$ cat config.mk
export PLATFORM = sky130hd
export DESIGN_NAME = wb_regfile
export DESIGN_NICKNAME = d
export VERILOG_FILES = /design/src/rtl/wb_regfile.sv
export SDC_FILE = /design/constraint.sdc
export NUM_CORES = 2
export LEC_CHECK = 0
export CORE_MARGIN = 4
export CORE_UTILIZATION = 35
export DETAILED_ROUTE_END_ITERATION = 8
export HOLD_SLACK_MARGIN = 0.03
export SYNTH_ARGS = -nofsm -noshare
export SYNTH_HDL_FRONTEND = slang
export SYNTH_SLANG_ARGS = --single-unit
$ cat constraint.sdc
create_clock -name clk -period 52.8 [get_ports clk]
set_clock_uncertainty 0.15 [all_clocks]
set_input_delay 10.56 -clock clk [delete_from_list [all_inputs] [get_ports clk]]
set_output_delay 10.56 -clock clk [all_outputs]
set_load 0.03 [all_outputs]
$ cat src/rtl/wb_regfile.sv
// Writeback stage: selects load/ALU data, commits it to a 2**ADDR_WIDTH-entry register file, and counts commits.
// Optional macro REGFILE_BYPASS_EN forwards the committing value to the read ports in the same cycle.
module wb_regfile #(
  parameter int unsigned DATA_WIDTH = 32,
  parameter int unsigned ADDR_WIDTH = 5
) (
  input  logic                  clk,
  input  logic                  rst,
  input  logic [DATA_WIDTH-1:0] wb_mem_data,
  input  logic [DATA_WIDTH-1:0] wb_alu_result,
  input  logic [ADDR_WIDTH-1:0] wb_waddr,
  input  logic                  wb_reg_write,
  input  logic                  wb_mem_reg,
  input  logic [ADDR_WIDTH-1:0] rs_addr,
  input  logic [ADDR_WIDTH-1:0] rt_addr,
  output logic [DATA_WIDTH-1:0] rs_data,
  output logic [DATA_WIDTH-1:0] rt_data,
  output logic [DATA_WIDTH-1:0] wb_data,
  output logic                  wb_commit,
  output logic [31:0]           wb_count
);

  localparam int unsigned DEPTH = 2 ** ADDR_WIDTH;

  logic [DATA_WIDTH-1:0] regs [DEPTH];
  logic [31:0]           commit_count;

  always_comb begin
    wb_data   = wb_mem_reg ? wb_mem_data : wb_alu_result;
    wb_commit = wb_reg_write && (wb_waddr != '0) && !rst;
  end

  always_ff @(posedge clk or posedge rst) begin
    if (rst) begin
      for (int unsigned i = 0; i < DEPTH; i++) begin
        regs[i] <= '0;
      end
      commit_count <= '0;
    end else if (wb_commit) begin
      regs[wb_waddr] <= wb_data;
      commit_count   <= commit_count + 32'd1;
    end
  end

  assign wb_count = commit_count;

  // wb_commit already excludes r0 and reset, so the bypass never touches r0.
  always_comb begin
    rs_data = '0;
    rt_data = '0;
    if (rs_addr != '0) rs_data = regs[rs_addr];
    if (rt_addr != '0) rt_data = regs[rt_addr];
`ifdef REGFILE_BYPASS_EN
    if (wb_commit && (rs_addr == wb_waddr)) rs_data = wb_data;
    if (wb_commit && (rt_addr == wb_waddr)) rt_data = wb_data;
`endif
  end

endmodule

# == After elaboration in Yosys (flattened, before gate mapping) ==
# Index checks and enable logic that the tools add are counted.
# op_classes
add_sub_neg,1
n_mul,0
div_mod_pow,0
n_lt_le_gt_ge,4
n_eq_ne,0
shift,0
muxes,12
bitwise,3
reduce_logical,7
# op_table
cell,count
1024-bit bitwise mux,1
32-bit binary-select mux with 5-bit select,2
32-bit 2-to-1 mux,8
32-bit demux with 5-bit select,1
"32-bit by 1-bit adder with 32-bit output, second input constant",1
"6-bit greater-or-equal comparator, second input constant",3
5-bit inverter with 6-bit output,3
5-bit nonzero test,3
"6-bit by 1-bit < comparator with 1-bit output, second input constant",1
1-bit logical AND,3
1-bit zero test,1
# word_totals
regBits,1056
latchBits,0
mem_bits_rw,0
rom_bits,0
in_bits,83
output_inout_bits,129
elab_cells,60
mem_count,0

# == Depth between registers and ports, before layout ==
# logic_depth
depth_word,6
depth_mapped,9
ltp_nobuf,6

# == Worst setup path before layout ==
# Ideal clock, no wire load.
# synth_path
path_kind,input to output
startpoint,input port rt_addr[0]
endpoint,output port rt_data[10]
arrival_time_ps,12184
required_ps,42090
path_slack_ps,29906
path_stages,7
n_path_buf,4
path_cell_list,buf_2 > buf_4 > buf_6 > nor2_1 > clkbuf_1 > a22oi_1 > a31oi_1
# synth_via
elab_chain_len,5
word_cells_on_any_way,6
classes_between,mux: 4; bitwise: 1; reduce/logical: 1
# synth_lines
element,line,source
from (decl),15,"input logic [ADDR_WIDTH-1:0] rt_addr,"
5-bit inverter with 6-bit output (not written as such),52,if (rt_addr != '0) rt_data = regs[rt_addr];
32-bit binary-select mux with 5-bit select,52,
32-bit 2-to-1 mux (not written as such) (2 in series),52,
32-bit 2-to-1 mux (*),52,
to (decl),17,"output logic [DATA_WIDTH-1:0] rt_data,"
# Mark *: on every way between the ends. The rest lies on a longest branch, timed or not. The select of a mux whose other input is x is not followed.

# == Worst setup path after layout ==
# layout_path
startpoint,input port rt_addr[0]
endpoint,output port rt_data[16]
# Same word-level chain as after synthesis.

==> results.md <==
- Root buffer cell: clkbuf_16
- Area of the multi-input gates: 25900 um2
- DRT Pass-1 Iters: 5
- Area delta synth->final: 13.6%
- Clock tree buffer depth: 3
- CP Max Fanout: 57
- Synth top area share: 48.6%
- Post-synth EDFFs: 0
- CTS resizes: 0
- Number of global-route vias before repair: 39600
- Top cells by instance count after synthesis: dfrtp_1, a21oi_1, nand2_1
- CTS tree: built
- Critical path launch point type: primary input
- Post-CTS setup repair buffer count: 0
- CORE AREA: 154000 um2
- Cells after DPL: 6658
- Post-route minimum period: 25.99 ns
- Share of layout cells above drive strength 1: 20.9%
- WP data required: 42.09 ns
- Critical path class: in -> out
- Fmax: 0.0385 GHz
- CTS H-tree depth: 3
- Power density cells: 37.9 nW/um2
- # clock sinks: 1056
- I/O pin cnt: 212
- FP Rows: 144
- PnR worst setup slack: 26.81 ns
- Worst skew pair latency: 0.72 ns
- Total Routing Usage GR: 22.0%
- Slew Viols, Final: 0
- Via-to-Cell Ratio: 5.81
- Antenna violations before repair: 5
- Post-Layout Cell Count: 6858
- Syn Inst Count: 4815
- Final instance area: 61800 um2
- Initial core utilization: 35.3%
- Ys Warns: 0
- Cts hold-fix bufs: 0
- Die area: 162000 um2
- Fin crit share: 49.2%
- Fillers: 14700
- MaxCap Viol Count: 0
- Nets: 4809
- Final hold violations: 0
- RSZ-0062 raised after global routing: no
- Status: completed
- Synth async-reset ratio: 100%
- WHS: 0.245 ns
- Power Total: 2.34 mW
- Most common cell in the netlist: dfrtp_1
- First-pass GRT wire length: 268000 um
- Worst-Margin Slew: 1.27 ns
- Horiz. Die Dim: 402 um
- Leak pwr: 25.9 nW
- Reg clk slew, reported paths: 0.06 ns
- Sequential share of the synthesized area: 48.6%
- Top post-synthesis cells by area: dfrtp_1, mux4_2, a21oi_1
- Synth Area per Inst: 11.3 um2
- Crit path DAT: 15.28 ns
- Final RePlAce weighted congestion: 0.791
- Initial drt markers: 4035
- Number of port buffers: 211
- Worst slew margin: 15.2%
- Total global routing overflow: 0
- Die Ht: 402 um
- Cell variety after synth: 42
- DRT antenna net count: 0
- Pin count of the biggest net entering global routing: 169
- Final setup fails: 0
- Final HPWL DP: 99800 um
- Critical Path Sink Type: output port
- DR WL/cell: 26.2 um
- Post-Route WL: 180000 um
- Final setup TNS: 0 ns
- Worst Hold Class: reg -> reg
- Seq cells post-synth: 1056
- Yosys top cell by area: dfrtp_1
- Main flop type after synthesis: dfrtp_1
- Place WS: 26.82 ns
- Syn Nets: 4899
- Peak supply drop: 0.0265 mV
- Placed inst area: 57900 um2
- Via count: 39900
- Core Util, Final: 40.1%
- Register area: 26400 um2
- Total clock buffers created by CTS: 109
- Residual DRC: 0
- Mapped cell area: 54400 um2
==> layer usage <==
metal | GRT usage [%] | share of wire (%)
met1 | 29.6 | 41
met2 | 35.6 | 48
met3 | 3.68 | 7.3
met4 | 8.82 | 4.2
met5 | 0 | 0.0072
==> cells in the final DEF, fill, tap and decap left out, types with 14 or more instances in the layout <==
master	count
nor2_4	20
xnor2_1	19
o21ai_0	468
clkinv_2	25
a22oi_1	47
bufinv_16	15
a221oi_1	17
dfrtp_1	1056
nor2_1	541
nand3_1	14
a21oi_1	593
clkbuf_8	21
mux2_2	111
o21ai_1	76
clkdlybuf4s50_1	200
clkbuf_16	113
buf_4	97
inv_1	33
mux2i_1	81
mux2i_2	25
mux4_2	512
a31oi_1	47
nand2_1	547
==> registers in the layout (all words and copies together) (netlist names) <==
register	flops
wb_count	32
regs	1024
==> cells by family after synthesis <==
group | count (synthesis) | synth area share (%)
buffers and inverters | 548 | 4.64
adders and majority gates | 1 | 0.0230
muxes | 736 | 25.6
and+or+nand+nor | 1194 | 8.73
AOI/OAI and AO/OA | 1249 | 12.0
DFF | 1056 | 48.6
xor gates and xnor gates | 31 | 0.499
==> power breakdown <==
part           switching (mW)  leakage, nW  total (mW)  internal, mW
combinational           0.231         10.2       0.466         0.235
clock                   0.341         1.90       0.834         0.493
sequential             0.0997         13.8        1.04         0.941
==> critical path, stage by stage <==
cell             delay (ns)
buf_8                  0.46
buf_4                  0.82
buf_4                  0.83
nor4_4                 0.20
buf_4                  0.38
a21oi_1                0.18
o21ai_0                0.10
a31oi_1                0.80
clkdlybuf4s50_1        0.84
==> final timing paths <==
kind                                               from                  endpoint  slack [ns]  cells past startpoint
worst min register to register    regs[995]$_DFFE_PP0P_     regs[995]$_DFFE_PP0P_        0.25                      0
worst max register to register  wb_count[6]$_DFFE_PP0P_  wb_count[27]$_DFFE_PP0P_       50.75                      5
min in group asynchronous                           rst     regs[212]$_DFFE_PP0P_       10.22                      2
max in group asynchronous                           rst     regs[713]$_DFFE_PP0P_       38.47                      6
worst max-delay path                         rt_addr[0]               rt_data[16]       26.81                      9
worst min-delay path              regs[995]$_DFFE_PP0P_     regs[995]$_DFFE_PP0P_        0.25                      0
==> cell type report <==
type / count / share of cell area [%]
Clock inverter: 53 / 1.13
Multi-Input combinational cell: 3211 / 41.9
Antenna cell: 2 / 0.00810
Clock buffer: 145 / 5.11
Tap cell: 2044 / 4.14
Timing Repair Buffer: 312 / 4.76
Inverter: 35 / 0.225
Sequential cell: 1056 / 42.8
Note: power is estimated with default switching activity, not from simulation.
